<file path="src/rtl/bit_serializer_pkg.sv">
// rtl/bit_serializer_pkg.sv - shared types and constants for the bit serializer
// State encoding, width ceiling and the parity helper used by bit_serializer.
package bit_serializer_pkg;

  localparam int SER_MAX_WIDTH = 32;

  typedef enum logic [1:0] {
    IDLE   = 2'd0,
    SHIFT  = 2'd1,
    PARITY = 2'd2
  } ser_state_t;

  function automatic logic even_parity(input logic [SER_MAX_WIDTH-1:0] i_word);
    return ^i_word;
  endfunction

endpackage

</file>
<file path="src/rtl/ser_shift_reg.sv">
// rtl/ser_shift_reg.sv - load/shift register feeding the serial output bit
// o_next_head is the bit that sits at the head once this edge's load/shift lands.
module ser_shift_reg #(
  parameter int WIDTH     = 8,
  parameter int MSB_FIRST = 1
) (
  input  logic             clk,
  input  logic             rstb,
  input  logic             i_load,
  input  logic             i_shift,
  input  logic [WIDTH-1:0] i_data,
  output logic             o_next_head
);

  logic [WIDTH-1:0] r_sr;
  logic [WIDTH-1:0] w_sr_next;

  always_comb begin
    w_sr_next = r_sr;
    if (i_load) begin
      w_sr_next = i_data;
    end else if (i_shift) begin
      w_sr_next = (MSB_FIRST != 0) ? (r_sr << 1) : (r_sr >> 1);
    end
  end

  assign o_next_head = (MSB_FIRST != 0) ? w_sr_next[WIDTH-1] : w_sr_next[0];

  always_ff @(posedge clk or negedge rstb) begin
    if (!rstb) begin
      r_sr <= '0;
    end else begin
      r_sr <= w_sr_next;
    end
  end

endmodule

</file>
<file path="src/rtl/bit_serializer.sv">
// rtl/bit_serializer.sv - parallel-to-serial converter with ready/valid intake
// Optional trailing even-parity bit when BIT_SERIALIZER_PARITY_EN is defined.
module bit_serializer
  import bit_serializer_pkg::*;
#(
  parameter int WIDTH     = 8,
  parameter int MSB_FIRST = 1
) (
  input  logic             clk,
  input  logic             rstb,
  input  logic [WIDTH-1:0] data_in,
  input  logic             data_valid,
  output logic             data_ready,
  output logic             ser_out,
  output logic             ser_valid,
  output logic             busy
);

  localparam int CW = $clog2(WIDTH);
  localparam logic [CW-1:0] CNT_LOAD = CW'(WIDTH - 1);

  ser_state_t    r_state;
  logic [CW-1:0] r_cnt;
  logic          r_ser_out;
  logic          r_ser_valid;
  logic          w_accept;
  logic          w_shift;
  logic          w_last;
  logic          w_next_head;

  assign w_last  = (r_state == SHIFT) && (r_cnt == '0);
  assign w_shift = (r_state == SHIFT) && (r_cnt != '0);

`ifdef BIT_SERIALIZER_PARITY_EN
  logic r_parity;
  // The parity cycle is the final output cycle, so it carries data_ready.
  assign data_ready = (r_state == IDLE) || (r_state == PARITY);
`else
  assign data_ready = (r_state == IDLE) || w_last;
`endif

  assign w_accept  = data_valid && data_ready;
  assign ser_out   = r_ser_out;
  assign ser_valid = r_ser_valid;
  assign busy      = (r_state != IDLE);

  ser_shift_reg #(
    .WIDTH     (WIDTH),
    .MSB_FIRST (MSB_FIRST)
  ) u_shift_reg (
    .clk         (clk),
    .rstb        (rstb),
    .i_load      (w_accept),
    .i_shift     (w_shift),
    .i_data      (data_in),
    .o_next_head (w_next_head)
  );

  always_ff @(posedge clk or negedge rstb) begin
    if (!rstb) begin
      r_state     <= IDLE;
      r_cnt       <= '0;
      r_ser_out   <= 1'b0;
      r_ser_valid <= 1'b0;
`ifdef BIT_SERIALIZER_PARITY_EN
      r_parity    <= 1'b0;
`endif
    end else if (w_accept) begin
      r_state     <= SHIFT;
      r_cnt       <= CNT_LOAD;
      r_ser_out   <= w_next_head;
      r_ser_valid <= 1'b1;
`ifdef BIT_SERIALIZER_PARITY_EN
      r_parity    <= even_parity(SER_MAX_WIDTH'(data_in));
`endif
    end else if (w_shift) begin
      r_cnt     <= r_cnt - 1'b1;
      r_ser_out <= w_next_head;
`ifdef BIT_SERIALIZER_PARITY_EN
    end else if (w_last) begin
      r_state   <= PARITY;
      r_ser_out <= r_parity;
`endif
    end else begin
      // End of word with nothing queued: drive zeros so the detector idles.
      r_state     <= IDLE;
      r_ser_out   <= 1'b0;
      r_ser_valid <= 1'b0;
    end
  end

endmodule
</file>
<file path="config.mk">
export PLATFORM = sky130hd
export DESIGN_NAME = bit_serializer
export DESIGN_NICKNAME = d
export VERILOG_FILES = /design/src/rtl/bit_serializer_pkg.sv /design/src/rtl/ser_shift_reg.sv /design/src/rtl/bit_serializer.sv
export SDC_FILE = /design/constraint.sdc
export NUM_CORES = 1
export LEC_CHECK = 0
export ABC_AREA = 1
export CORE_UTILIZATION = 45
export DETAILED_ROUTE_END_ITERATION = 7
export HOLD_SLACK_MARGIN = 0.15
export PLACE_DENSITY_LB_ADDON = 0.12
export SETUP_SLACK_MARGIN = 0.15
export SLEW_MARGIN = 20
export SYNTH_ARGS = -nofsm -noshare
export SYNTH_HDL_FRONTEND = slang
export SYNTH_SLANG_ARGS = --single-unit
</file>
<file path="constraint.sdc">
create_clock -name clk -period 1.5 [get_ports clk]
set_clock_uncertainty 0.05 [all_clocks]
set_input_delay 0.3 -clock clk [delete_from_list [all_inputs] [get_ports clk]]
set_output_delay 0.3 -clock clk [all_outputs]
set_load 0.05 [all_outputs]
</file>
# Word level (Yosys, flattened, before mapping)
# Cells that the tools add are included.
dict set report classes {
  n_eq_ne 2
  add_sub_neg 1
  n_reduce_logical 9
  mux 10
}
# cell n
set ops {}
lappend ops {{$mux W8} 2}
lappend ops {{$mux W3} 2}
lappend ops {{$mux W1} 4}
lappend ops {{$mux W2} 2}
lappend ops {{$reduce_bool A2 Y1} 2}
lappend ops {{$logic_and A1 B1 Y1} 3}
lappend ops {{$logic_not A3 Y1} 1}
lappend ops {{$reduce_bool A3 Y1} 1}
lappend ops {{$sub A3 B1 Y3 const B} 1}
lappend ops {{$eq A2 B1 Y1 const B} 1}
lappend ops {{$logic_not A2 Y1} 1}
lappend ops {{$ne A2 B1 Y1 const B} 1}
lappend ops {{$logic_or A1 B1 Y1} 1}
dict set report word_totals {
  wordCells 28
  reg_bits 15
  out_inout_bits 4
}

# Longest topological paths before layout
dict set report logic_depth {
  ltp_word 7
  ltp_mapped 9
  ltp_nobuf 8
}

# Cells and area by module
# From an unflattened synthesis, not the netlist that was laid out.
dict set report unflattened {
  cells_unflattened 73
  area_unflattened_um2 644.4
}
# module seq_area_each_um2 instances area_each_um2 cells_per_inst
set modules_own_cells {}
lappend modules_own_cells {ser_shift_reg 200.2 1 380.4 43}
lappend modules_own_cells {bit_serializer 125.1 1 264.0 30}

# Least setup slack after synthesis
# No wires, ideal clock.
dict set report synth_timing {
  path_type {flip-flop to output port}
  start {register r_cnt[0]}
  end {output port data_ready}
  t_required_ns 1.150
  stages_incl_launch_ff 7
  path_buffers 1
  setup_slack_ns 0.064
  t_arrival_ns 1.086
  path_cell_list {dfrtp_1 > inv_1 > ha_1 > ha_1 > inv_2 > nand2_4 > buf_6}
}
dict set report synth_between {
  elab_chain_cells 3
}
# item line
set synth_rtl {}
lappend synth_rtl {{from (decl)} bit_serializer.sv:23} ;# logic [CW-1:0] r_cnt;
lappend synth_rtl {{from (signal assigned)} bit_serializer.sv:77} ;# r_cnt <= r_cnt - 1'b1;
lappend synth_rtl {{$logic_not A3 Y1} bit_serializer.sv:31} ;# assign w_last = (r_state == SHIFT) && (r_cnt == '0);
lappend synth_rtl {{$logic_and A1 B1 Y1} bit_serializer.sv:31}
lappend synth_rtl {{$logic_or A1 B1 Y1} bit_serializer.sv:39} ;# assign data_ready = (r_state == IDLE) || w_last;
lappend synth_rtl {{to (decl)} bit_serializer.sv:13} ;# output logic data_ready,
# No other way between the ends.

# Worst setup path in the final report
dict set report layout_timing {
  start {register r_cnt[0]}
  end {register u_shift_reg.r_sr[6]}
}
dict set report layout_between {
  elab_chain_cells 5
}
# item line
set layout_rtl {}
lappend layout_rtl {{$logic_not A3 Y1} bit_serializer.sv:31}
lappend layout_rtl {{$logic_and A1 B1 Y1} bit_serializer.sv:31}
lappend layout_rtl {{$logic_or A1 B1 Y1} bit_serializer.sv:39}
lappend layout_rtl {{$logic_and A1 B1 Y1} bit_serializer.sv:42} ;# assign w_accept = data_valid && data_ready;
lappend layout_rtl {{$mux W8 / $reduce_bool A2 Y1 (equally long branches)} -}
lappend layout_rtl {{to (signal assigned)} ser_shift_reg.sv:33} ;# r_sr <= w_sr_next;
lappend layout_rtl {{to (decl)} ser_shift_reg.sv:15} ;# logic [WIDTH-1:0] r_sr;
# Parallel ways exist; a longest one is shown, timed or not.
# A chain may end at the register's enable or synchronous reset.

==> results_dict.tcl <==
set metrics [dict create \
    slowest_stage "dfrtp_1" \
    rsz0062_at_grt "true" \
    hpwl_um 868 \
    setup_slack_ps -137 \
    synth_area_sq_um 617 \
    numPortBuffers 14 \
    drt_iter0_drc 8 \
    critPathMaxStageDelay_ps 370 \
    slew_violations 0 \
    io_pins 15 \
    cts_num_sinks 12 \
    vias 533 \
    die-area_sq_um 1520 \
    status "complete, but fails checks" \
    drcViolationCount 0 \
    start_util_pct 52.0 \
    violations "negative setup slack" \
    rows 12 \
    drt_first_pass_iters 4 \
    cp_top_family "buffers and inverters" \
    grt_pass1_wl_um 1970 \
    final_cells 105 \
    hold_ws_ps 284 \
    antenna_found_initial 0 \
    hold_viol 0 \
    final_cell_mix "nand3_1, nand2_1, dfrtp_1, clkdlybuf4s50_1, nand3_2" \
    drive_gt1_share_pct 38.5 \
    fin_nets 106 \
    syn_nets 81 \
    end_kind "flip-flop" \
    synthDistinctLibCells 12 \
    startpoint_type "flip-flop" \
    wl_met2_um 677 \
    ys_ff_latch 12 \
    core_sq_um 1190 \
    cts.clk_slew.worst_paths_ps 70 \
    worst-path-buf-inv 5 \
    timing.fmax_mhz 611 \
    chipHeight_um 39.0 \
    cts_inserted_buffers 3 \
    reg2reg_depth 10 \
    power_density_nw_per_um2 2020 \
    gp_congestion 0.648 \
    cts_tree "yes" \
    reg2reg_slack_ps -140 \
    ys_warn_count 0 \
    antenna_cells 0 \
    vias_per_cell 5.08 \
    grt_overflow_total 0 \
    place_inst 95 \
    path_cells "inv_2 -> ha_4 -> ha_4 -> inv_4 -> nand2_4 -> buf_4 -> buf_8 -> clkbuf_16 -> nand3_1 -> nand3_1" \
    wl_met1_um 641 \
    critPathKind "flip-flop to flip-flop" \
    ant_nets 0 \
    area_delta_synth_final_pct 56.6 \
    r2r_end "u_shift_reg.r_sr[6]$_DFFE_PN0P_" \
    routed_wl_um 1400 \
    r2r_start "r_cnt[0]$_DFFE_PN0P_" \
    grt_pass1_vias 446 \
    wl_per_cell_um 13.3 \
    layout_commonest_cell "nand3_1" \
    cts_buffer_depth 2 \
    insertion_delay_ps 260 \
    route.met3.wl_um 49 \
    hp-class "primary input to async pin" \
    seq_area_frac_synth_pct 48.7 \
    ir_worst_vdd_mv 1.15 \
    slew_headroom_pct 83.7 \
    grt_max_degree 13 \
    avgSynthCellArea_sq_um 9.07 \
    cts_root_buf "clkbuf_4" \
    grt_usage_pct 20.2 \
    finalCritPeriodShare_pct 109 \
    top_layer "met4" \
    final-setup-viol-count 11 \
    synthCells 68 \
    p_leak_nw 0.470 \
    die_x_um 39.0 \
    cts_hold_buf 0 \
    drv_cap 0 \
    required_ps 1580 \
    cp_max_fo 6 \
    worstPathArrival_ps 1720 \
    min_period_ps 1640 \
    tightestPinTransition_ps 244 \
    htree_levels 1 \
]
[final cells by class]
type                            instances  area (sq um)
Clock buffer                            3          22.5
Fill cell                              82           220
Inverter                                8          32.5
Multi-Input combinational cell         44           292
Sequential cell                        12           302
Tap cell                               14          17.5
Timing Repair Buffer                   24           300
[power breakdown]
group | total [mW] | switching (mW) | leakage, nW | internal [mW]
clock network | 0.190 | 0.0977 | 0.0138 | 0.0924
registers | 0.549 | 0.0912 | 0.150 | 0.458
logic | 1.21 | 0.602 | 0.306 | 0.611
total | 1.95 | 0.791 | 0.470 | 1.16
[through the flow]
step	total power [mW]	instance area [sq um]	setup slack, ps	util (%)	TNS (ps)
final	1.95	966	-137	81.4	-717
after global routing	2.09	966	-185	81.4	-1280
after CTS	1.65	855	-114	72.0	-207
after detailed placement	1.42	807	50.2	68.0	0
after global placement	1.38	807	96.1	68.0	0
after floorplan	1.18	641	144	-	0
[synthesized netlist by cell type]
| library cell | count | area (sq um) |
|---|---|---|
| buf_8 | 1 | 15.0 |
| ha_1 | 2 | 25.0 |
| inv_1 | 6 | 22.5 |
| buf_4 | 1 | 7.51 |
| inv_2 | 2 | 7.51 |
| buf_6 | 2 | 22.5 |
| nand2_1 | 17 | 63.8 |
| nand3_2 | 3 | 30.0 |
| dfrtp_1 | 12 | 300 |
| nand2_4 | 1 | 11.3 |
| nand3_1 | 20 | 100 |
| nor2_4 | 1 | 11.3 |
[logic make-up (layout without fill, tap and decap cells)]
family / after synthesis / after routing / share of synthesized area [%]
buffers and inverters: 12 / 35 / 12.2
adder cells (fa/ha/maj): 2 / 2 / 4.06
AND/OR/NAND/NOR: 42 / 42 / 35.1
flip-flops: 12 / 12 / 48.7
[worst max-delay path by stage]
stage	from	to	cells past startpoint	slack, ps
after floorplan	r_cnt[0]$_DFFE_PN0P_	data_ready	6	140
after global placement	r_cnt[0]$_DFFE_PN0P_	data_ready	6	100
after detailed placement	r_cnt[0]$_DFFE_PN0P_	u_shift_reg.r_sr[2]$_DFFE_PN0P_	8	50
after CTS	r_cnt[0]$_DFFE_PN0P_	data_ready	6	-110
after global routing	r_cnt[0]$_DFFE_PN0P_	u_shift_reg.r_sr[6]$_DFFE_PN0P_	10	-190
final	r_cnt[0]$_DFFE_PN0P_	u_shift_reg.r_sr[6]$_DFFE_PN0P_	10	-140
[layer usage]
| metal | up-vias | global-route usage, % |
|---|---|---|
| li1 | 265 | - |
| met1 | 248 | 23.4 |
| met2 | 16 | 35.0 |
| met3 | 4 | 5.20 |
| met4 | 0 | 7.76 |
| met5 | - | 0 |
[state kept, by name, summed over array words and instances (netlist names)]
signal	cells
u_shift_reg.r_sr	7
r_cnt	3
ser_out	1
ser_valid	1
[what timing repair did]
| action | CTS | global route |
|---|---|---|
| cloned | 0 | 1 |
| gates resized for setup | 2 | 12 |
| hold endpoints to repair | 0 | 0 |
| buffers inserted | 2 | 4 |
| endpoints found under the setup margin | 7 | 14 |
| pin swaps | 9 | 5 |
Note: power is estimated with default switching activity, not from simulation.
